===== src/rtl/rf_ctx_pkg.sv =====
`default_nettype none
// ============================================================================
// Module   : rf_ctx_pkg
// Purpose  : shared op/state encodings and default indices for reg_file_ctx
// Revision : 1.0
// ============================================================================
package rf_ctx_pkg;

   typedef enum logic [2:0] {
      OP_NOP    = 3'd0,
      OP_WR     = 3'd1,
      OP_WR_ACC = 3'd2,
      OP_A2R    = 3'd3,
      OP_R2A    = 3'd4,
      OP_SWAP   = 3'd5
   } rf_op_e;

   typedef enum logic [1:0] {
      ST_IDLE    = 2'd0,
      ST_SAVE    = 2'd1,
      ST_RESTORE = 2'd2,
      ST_DONE    = 2'd3
   } rf_state_e;

   localparam int c_DEF_WIDTH    = 8;
   localparam int c_DEF_DEPTH    = 16;
   localparam int c_DEF_ZERO_IDX = 0;
   localparam int c_DEF_MEM_IDX  = 1;
   localparam int c_DEF_ACC_IDX  = 2;

endpackage
`default_nettype wire


===== src/rtl/rf_ctx_bank.sv =====
`default_nettype none
// ============================================================================
// Module   : rf_ctx_bank
// Purpose  : WIDTH x DEPTH register array, two masked write ports, NRD reads
// Revision : 1.0
// ============================================================================
module rf_ctx_bank #(
   parameter  int WIDTH    = 8,
   parameter  int DEPTH    = 16,
   parameter  int ZERO_IDX = 0,
   parameter  int NRD      = 2,
   localparam int AW       = $clog2(DEPTH)
) (
   input  logic             clk,
   input  logic             rst,
   input  logic             i_a_we,
   input  logic [AW-1:0]    i_a_addr,
   input  logic [WIDTH-1:0] i_a_data,
   input  logic             i_b_we,
   input  logic [AW-1:0]    i_b_addr,
   input  logic [WIDTH-1:0] i_b_data,
   input  logic [AW-1:0]    i_raddr [NRD],
   output logic [WIDTH-1:0] o_rdata [NRD]
);

   localparam logic [AW-1:0] c_ZERO = AW'(ZERO_IDX);

   logic [WIDTH-1:0] r_mem [DEPTH];

   // Port B is applied last so it wins a same-address collision (SWAP on acc).
   always_ff @(posedge clk) begin
      if (rst) begin
         for (int i = 0; i < DEPTH; i++) begin
            r_mem[i] <= '0;
         end
      end else begin
         if (i_a_we && (i_a_addr != c_ZERO)) begin
            r_mem[i_a_addr] <= i_a_data;
         end
         if (i_b_we && (i_b_addr != c_ZERO)) begin
            r_mem[i_b_addr] <= i_b_data;
         end
      end
   end

   generate
      for (genvar g = 0; g < NRD; g++) begin : g_rd
         assign o_rdata[g] = (i_raddr[g] == c_ZERO) ? '0 : r_mem[i_raddr[g]];
      end
   endgenerate

endmodule
`default_nettype wire


===== src/rtl/reg_file_ctx.sv =====
`default_nettype none
// ============================================================================
// Module   : reg_file_ctx
// Purpose  : accumulator register file with shadow bank context save/restore
// Revision : 1.0
// ============================================================================
module reg_file_ctx
   import rf_ctx_pkg::*;
#(
   parameter  int WIDTH    = c_DEF_WIDTH,
   parameter  int DEPTH    = c_DEF_DEPTH,
   parameter  int ZERO_IDX = c_DEF_ZERO_IDX,
   parameter  int MEM_IDX  = c_DEF_MEM_IDX,
   parameter  int ACC_IDX  = c_DEF_ACC_IDX,
   localparam int AW       = $clog2(DEPTH)
) (
   input  logic             clk,
   input  logic             reset,
   input  rf_op_e           op,
   input  logic [AW-1:0]    waddr,
   input  logic [WIDTH-1:0] wdata,
   input  logic [AW-1:0]    raddr1,
   input  logic [AW-1:0]    raddr2,
   input  logic             save_req,
   input  logic             restore_req,
   output logic [WIDTH-1:0] regf_out1,
   output logic [WIDTH-1:0] regf_out2,
   output logic [WIDTH-1:0] acc_out,
   output logic             busy,
   output logic             done,
   output logic             op_drop
);

   localparam logic [AW-1:0] c_ACC  = AW'(ACC_IDX);
   localparam logic [AW-1:0] c_LAST = AW'(DEPTH - 1);

   generate
      if ((MEM_IDX == ZERO_IDX) || (MEM_IDX == ACC_IDX) || (ZERO_IDX == ACC_IDX)) begin : g_bad_idx
         $error("reg_file_ctx: ZERO_IDX, MEM_IDX and ACC_IDX must be distinct");
      end
   endgenerate

   rf_state_e        r_state, w_state_nxt;
   logic [AW-1:0]    r_idx, w_idx_nxt;
   logic             w_busy;

   logic [AW-1:0]    w_lv_raddr [4];
   logic [WIDTH-1:0] w_lv_rd    [4];
   logic [AW-1:0]    w_sh_raddr [1];
   logic [WIDTH-1:0] w_sh_rd    [1];

   logic             w_a_we, w_b_we;
   logic [AW-1:0]    w_a_addr, w_b_addr;
   logic [WIDTH-1:0] w_a_data, w_b_data;

   assign w_busy = (r_state == ST_SAVE) || (r_state == ST_RESTORE);

   always_ff @(posedge clk) begin
      if (reset) begin
         r_state <= ST_IDLE;
         r_idx   <= '0;
      end else begin
         r_state <= w_state_nxt;
         r_idx   <= w_idx_nxt;
      end
   end

   always_comb begin
      w_state_nxt = r_state;
      w_idx_nxt   = r_idx;
      unique case (r_state)
         ST_IDLE: begin
            if (save_req) begin
               w_state_nxt = ST_SAVE;
               w_idx_nxt   = AW'(1);
            end else if (restore_req) begin
               w_state_nxt = ST_RESTORE;
               w_idx_nxt   = AW'(1);
            end
         end
         ST_SAVE, ST_RESTORE: begin
            w_idx_nxt = r_idx + AW'(1);
            if (r_idx == c_LAST) begin
               w_state_nxt = ST_DONE;
            end
         end
         ST_DONE:  w_state_nxt = ST_IDLE;
         default:  w_state_nxt = ST_IDLE;
      endcase
   end

   // Read slot 3 is the op source register when idle and the copy source while busy.
   assign w_lv_raddr[0] = raddr1;
   assign w_lv_raddr[1] = raddr2;
   assign w_lv_raddr[2] = c_ACC;
   assign w_lv_raddr[3] = w_busy ? r_idx : waddr;
   assign w_sh_raddr[0] = r_idx;

   always_comb begin
      w_a_we   = 1'b0;
      w_a_addr = waddr;
      w_a_data = wdata;
      w_b_we   = 1'b0;
      w_b_addr = c_ACC;
      w_b_data = wdata;
      if (r_state == ST_RESTORE) begin
         w_b_we   = 1'b1;
         w_b_addr = r_idx;
         w_b_data = w_sh_rd[0];
      end else if (!w_busy) begin
         unique case (op)
            OP_WR: begin
               w_a_we = 1'b1;
            end
            OP_WR_ACC: begin
               w_b_we = 1'b1;
            end
            OP_A2R: begin
               w_a_we   = 1'b1;
               w_a_data = w_lv_rd[2];
            end
            OP_R2A: begin
               w_b_we   = 1'b1;
               w_b_data = w_lv_rd[3];
            end
            OP_SWAP: begin
               w_a_we   = 1'b1;
               w_a_data = w_lv_rd[2];
               w_b_we   = 1'b1;
               w_b_data = w_lv_rd[3];
            end
            default: begin
               w_a_we = 1'b0;
               w_b_we = 1'b0;
            end
         endcase
      end
   end

   rf_ctx_bank #(
      .WIDTH    (WIDTH),
      .DEPTH    (DEPTH),
      .ZERO_IDX (ZERO_IDX),
      .NRD      (4)
   ) u_live (
      .clk      (clk),
      .rst      (reset),
      .i_a_we   (w_a_we),
      .i_a_addr (w_a_addr),
      .i_a_data (w_a_data),
      .i_b_we   (w_b_we),
      .i_b_addr (w_b_addr),
      .i_b_data (w_b_data),
      .i_raddr  (w_lv_raddr),
      .o_rdata  (w_lv_rd)
   );

   rf_ctx_bank #(
      .WIDTH    (WIDTH),
      .DEPTH    (DEPTH),
      .ZERO_IDX (ZERO_IDX),
      .NRD      (1)
   ) u_shadow (
      .clk      (clk),
      .rst      (reset),
      .i_a_we   (r_state == ST_SAVE),
      .i_a_addr (r_idx),
      .i_a_data (w_lv_rd[3]),
      .i_b_we   (1'b0),
      .i_b_addr ('0),
      .i_b_data ('0),
      .i_raddr  (w_sh_raddr),
      .o_rdata  (w_sh_rd)
   );

   assign regf_out1 = w_lv_rd[0];
   assign regf_out2 = w_lv_rd[1];
   assign acc_out   = w_lv_rd[2];
   assign busy      = w_busy;
   assign done      = (r_state == ST_DONE);
   assign op_drop   = w_busy && (op != OP_NOP);

endmodule
`default_nettype wire


===== config.mk =====
export PLATFORM = sky130hd
export DESIGN_NAME = reg_file_ctx
export DESIGN_NICKNAME = d
export VERILOG_FILES = /design/src/rtl/rf_ctx_pkg.sv /design/src/rtl/rf_ctx_bank.sv /design/src/rtl/reg_file_ctx.sv
export SDC_FILE = /design/constraint.sdc
export NUM_CORES = 1
export LEC_CHECK = 0
export BUFFER_PORTS_ARGS = -buffer_cell sky130_fd_sc_hd__buf_2
export CAP_MARGIN = 20
export CELL_PAD_IN_SITES_DETAIL_PLACEMENT = 1
export CELL_PAD_IN_SITES_GLOBAL_PLACEMENT = 2
export CORE_AREA = 4 4 193 195
export DETAILED_ROUTE_END_ITERATION = 6
export DIE_AREA = 0 0 197 199
export PLACE_DENSITY = 0.89
export SLEW_MARGIN = 10
export SYNTH_ARGS = -nofsm -noshare
export SYNTH_HDL_FRONTEND = slang
export SYNTH_SLANG_ARGS = --single-unit

===== constraint.sdc =====
create_clock -name clk -period 8.9 [get_ports clk]
set_input_delay 1.335 -clock clk [delete_from_list [all_inputs] [get_ports clk]]
set_output_delay 1.335 -clock clk [all_outputs]
set_load 0.01 [all_outputs]

== After elaboration in Yosys (flattened, before gate mapping) ==
Memory sizes are Yosys's and may differ from the RTL's. A register that Yosys moved wholly into a read port is not among the register bits.
Cells that the tools add are included.
Widths: inputs -> output; s select.

* Bits in registers: 6
* Memory bits (writable): 256
* Bits of input ports: 27
* Output and inout bits: 27
* Logic and storage cells: 88
* Memories: 2

* $add $sub $neg: 1
* Equality and inequality tests: 11
* Mux-type cells: 47
* Reductions and logical operators: 25

{| class="wikitable"
|+ Memories
! name !! depth !! bits a word !! read ports !! clocked after Yosys merged registers in !! wr ports !! RTL line !! RTL
|-
| u_live.r_mem || 16 || 8 || 4 || 0 || 16 || rf_ctx_bank.sv:28 || <nowiki>logic [WIDTH-1:0] r_mem [DEPTH];</nowiki>
|-
| u_shadow.r_mem || 16 || 8 || 1 || 1 || 16 || rf_ctx_bank.sv:28 ||
|}

{| class="wikitable"
|+ Operators by type and width
! kind !! count
|-
| $mux 8 || 13
|-
| $mux 4 || 9
|-
| $reduce_or 8->1 || 3
|-
| $mux 1 || 20
|-
| $logic_not 4->1 || 4
|-
| $reduce_bool 4->1 || 3
|-
| $pmux 4 s2 || 1
|-
| $eq 3x2->1 const B || 2
|-
| $eq 3x3->1 const B || 2
|-
| $mux 2 || 3
|-
| $pmux 2 s3 || 1
|-
| $reduce_or 2->1 || 3
|-
| $reduce_or 3->1 || 2
|-
| $add 4x1->4 const B || 1
|-
| $eq 2x2->1 const B || 2
|-
| $eq 4x4->1 const B || 1
|-
| $logic_and 1x1->1 || 4
|-
| $reduce_and 2->1 || 2
|-
| $eq 3x1->1 const B || 1
|-
| $ne 3x3->1 const B || 1
|-
| $reduce_bool 3->1 || 1
|-
| $eq 2x1->1 const B || 1
|-
| $logic_not 2->1 || 1
|-
| $ne 2x2->1 const B || 1
|-
| 2 further kinds || 2
|}

== Depth between registers and ports, before layout ==
* Word-level depth: 11
* Mapped depth: 13
* Mapped depth without buffers: 8

== Modules after synthesis ==
Synthesis repeated with hierarchy kept, for this count alone.

* Cells, all modules: 1314
* Area, all modules: 16853.7 um^2

{| class="wikitable"
|+ By module, submodules not included
! module !! times used !! cells each !! area an instance (um^2) !! sequential area each (um^2)
|-
| rf_ctx_bank (u_live) || 1 || 783 || 9569.2 || 3633.5
|-
| rf_ctx_bank (u_shadow) || 1 || 428 || 6434.9 || 3603.5
|-
| reg_file_ctx || 1 || 103 || 849.6 || 120.1
|}

== Worst setup path after synthesis ==
No wires, ideal clock.

* Path kind: input -> output
* Start: input raddr1[0]
* End: output regf_out1[1]
* Data arrival time: 3.330 ns
* Required time: 7.565 ns
* Setup slack: 4.235 ns
* Stages: 6
* Cells stage by stage: clkbuf_1 buf_1 mux4_2 mux4_2 nor2b_1 buf_4

{| class="wikitable"
|+ RTL lines
! item !! RTL line !! RTL
|-
| start, declared || reg_file_ctx.sv:22 || <nowiki>input logic [AW-1:0] raddr1,</nowiki>
|-
| end, declared || reg_file_ctx.sv:26 || <nowiki>output logic [WIDTH-1:0] regf_out1,</nowiki>
|}

== Final worst setup path ==
* Start: input raddr1[1]
* End: output regf_out1[6]

* Longest elaborated chain between the ends: 2

{| class="wikitable"
|+ RTL lines
! item !! RTL line !! RTL
|-
| $mem_v2 16x8 / $logic_not 4->1 (equally long branches) || -- ||
|-
| $mux 8 * || rf_ctx_bank.sv:48 || <nowiki>assign o_rdata[g] = (i_raddr[g] == c_ZERO) ? '0 : r_mem[i_raddr[g]];</nowiki>
|}

Every way passes the cells marked *; elsewhere a longest branch is shown, timed or not.

==> results.txt <==
Outcome: completed
Max cap viols: 0
RSZ-0062 raised after global routing: false
VDD IR max: 0.0001736 V
Placed insts: 1649
# rows: 69
Global-route wire length before repair: 85260 um
CTS buffer count: 29
Drt total wl: 58980 um
Sequential fraction of design power: 32.3%
I/O pins: 54
Drt pass-1 iters: 6
TritonCTS clock tree: done
Total GRT Usage: 29.70%
Die width: 197 um
Synthesized area: 15780 sq um
CP endpoint kind: output port
WL/cell: 34.59 um
Launching point of the worst reg2reg path: r_state[0]$_SDFFE_PP0P_
Period Utilization, post-route: 52.90%
Routed Antenna Nets: 0
Vias after detailed routing: 12140
Setup Slack @ Placement: 3990 ps
Pin count of the biggest net entering global routing: 62
Clock Skews: 12.24 ps
Post-synthesis adder-cell area fraction: 0.7136%
Die Y: 199 um
Combinational fraction of design power: 41.6%
Final setup viols: 0
Final Non-Filler Cells: 1705
Hold Crit Class: reg2reg
Relative slew slack: 20.89%
Clock sinks: 266
YS warnings: 0
EDFF count, synth: 256
Hold path startpoint: r_state[1]$_SDFFE_PP0P_
# hold bufs at CTS: 0
Setup TNS Final: 0 ps
Fin crit period: 4708 ps
Worst Setup Start Kind: input pin
Post-CTS setup buffer count: 0
Main synth FF type: edfxtp_1
Switching fraction of total power: 41.61%
Mux cell area share after synthesis: 19.68%
Area delta synth->final: 7.976%
CP required: 7570 ps
Initial Utilization: 44.58%
Pint: 2.815 mW
Post-Synth XOR/XNOR Area: 0.05550%
Post-Synth Simple-Gate Area: 12.04%
Final GP Congestion: 1.050
Initial antenna violation count: 1
Seq/Total Area, Yosys: 49.98%
Die ar.: 39200 sq um
Worst EP arrival: 3370 ps
PwrDens: 283.0 nW/um^2
# diodes: 0
Worst Tran Pin Value: 1187 ps
Reg clk slew, reported paths: 60 ps
Clock share of power: 26.1%
Synth Instances: 1233
Worst Setup SP: raddr1[1]
Core region area: 35400 sq um
Asr flop ratio synth: 0%
Syn_area_per_cell: 12.80 sq um
# port buffers: 53
Fillers: 3650
Clock root buffer: clkbuf_16
Vias in the first global route: 12160
Post-DP HPWL: 41750 um
Slew Limit Fails: 0
Total grt overflow: 0
PnR worst setup slack: 4192 ps
Largest family of logic cells by synthesized area: multiplexers
Fmax: 212.4 MHz
Worst setup path category: in2out
Net Switching: 2.006 mW
Static Leak: 5.757 nW
Post-synthesis register bit count: 266
Starting DRT DRC Count: 1685
Final #Nets: 1257
Clock Latency Late Sink: 580 ps
Clock Path Buffers: 3
Drt drc: 0
Htree depth: 1
Total Power: 4.821 mW
Synth Area in Compound Gates: 12.19%
CTS resizes: 0
Vias per cell: 7.120
Hold Vio Cnt, Final: 0
Crit Path Max Fanout: 33
Layout cells sized above 1: 21.22%
Post-synthesis cell type count: 88
Min Hold Slack: 518.6 ps
[worst paths after layout]
kind	depth (start not counted)	slack, ps	to
min	2	520	r_state[1]$_SDFFE_PP0P_
max reg2reg	7	4760	u_shadow.r_mem[13][4]$_SDFFCE_PN0P_
max	5	4190	regf_out1[6]
min reg2reg	2	520	r_state[1]$_SDFFE_PP0P_
[critical path, stage by stage]
cell	delay, ps
buf_2	630
mux4_2	610
mux4_2	500
nor2b_1	150
buf_2	130
[power groups by stage]
stage	Combinational (mW)	Sequential, mW	Clock (mW)
after detailed placement	1.94	1.58	0
after global placement	1.91	1.57	0
after floorplan	1.43	1.51	0
after global routing	2.09	1.56	1.32
final	2.01	1.56	1.26
after CTS	1.96	1.55	1.26
[layout make-up]
cell class	instances	area (sq um)	share of cell area [%]
Clock buffer	34	744.5	4.369
Clock inverter	20	221.5	1.300
Inverter	11	41.29	0.2423
Multi-Input combinational cell	839	7118	41.78
Sequential cell	266	7889	46.30
Tap cell	461	576.8	3.385
Timing Repair Buffer	74	447.9	2.629
[cells in the mapped netlist (3+ instances only)]
cell type | number | area [sq um]
edfxtp_1 | 256 | 7687
nor2_1 | 158 | 593.1
o22ai_1 | 124 | 775.7
mux4_2 | 110 | 2477
nor2b_1 | 54 | 337.8
clkbuf_1 | 47 | 176.4
nand2_1 | 46 | 172.7
mux2i_1 | 41 | 410.4
buf_4 | 33 | 247.7
nand2b_1 | 29 | 181.4
buf_2 | 27 | 135.1
o21ai_0 | 25 | 125.1
a21oi_1 | 21 | 105.1
o22a_1 | 17 | 148.9
nand3_1 | 16 | 80.08
nand3b_1 | 16 | 120.1
o211ai_1 | 14 | 105.1
buf_1 | 11 | 41.29
o2bb2ai_1 | 11 | 96.34
a22oi_1 | 10 | 75.07
dfxtp_1 | 10 | 200.2
ha_1 | 9 | 112.6
nand4_1 | 8 | 50.05
and2_1 | 7 | 43.79
buf_6 | 7 | 78.83
inv_1 | 7 | 26.28
nor3_1 | 6 | 30.03
a211oi_1 | 5 | 37.54
a221o_1 | 5 | 50.05
mux2_2 | 5 | 56.30
nor4_1 | 5 | 31.28
a221oi_1 | 4 | 35.03
inv_2 | 4 | 15.01
mux4_1 | 4 | 105.1
o32ai_1 | 4 | 35.03
a21o_1 | 3 | 22.52
buf_12 | 3 | 60.06
clkbuf_8 | 3 | 41.29
nand4b_1 | 3 | 26.28
o31ai_1 | 3 | 22.52
[cells by family after synthesis]
group / count (synthesis)
XOR/XNOR: 1
multiplexers: 163
adder cells (fa/ha/maj): 9
AO/OA/AOI/OAI: 277
buffers and inverters: 143
other: 1
AND/OR/NAND/NOR: 373
flip-flops: 266
[placed cells by master, fill, tap and decap left out, types with 8 or more instances in the layout]
cell,Yosys,routed
buf_4,33,19
o211ai_1,14,14
mux2i_1,41,40
dfxtp_1,10,9
a22oi_1,10,10
nand4_1,8,8
edfxtp_1,256,256
ha_1,9,8
clkbuf_16,0,29
nand3b_1,16,16
buf_2,27,53
nor2b_1,54,54
conb_1,1,16
nand3_1,16,16
o2bb2ai_1,11,11
nor2_1,158,158
o22a_1,17,17
o21ai_0,25,25
mux4_2,110,110
o22ai_1,124,124
a21oi_1,21,21
nand2_1,46,46
nand2b_1,29,29
[through the flow]
| step | cell area (sq um) | utilization (%) |
|---|---|---|
| floorplan | 15840 | - |
| global placement | 16030 | 45.30 |
| detailed placement | 16030 | 45.30 |
| CTS | 17000 | 48.02 |
| global route | 17040 | 48.14 |
| finish | 17040 | 48.14 |
[flip-flops by register name (all words and copies together) (netlist names), named ones only]
name / cells
u_shadow.r_mem: 128
r_idx: 4
r_state: 2
u_live.r_mem: 128
[metal layers]
metal  global-route usage (%)  vias up  routed length, um
met2                    46.93      918              26780
met1                    40.19     6192              21780
met3                    6.335      176               7231
li1                         -     4852                  -
met4                    12.56        2               3180
met5                        0        -                  8
Power figures use the tool's default switching activity.
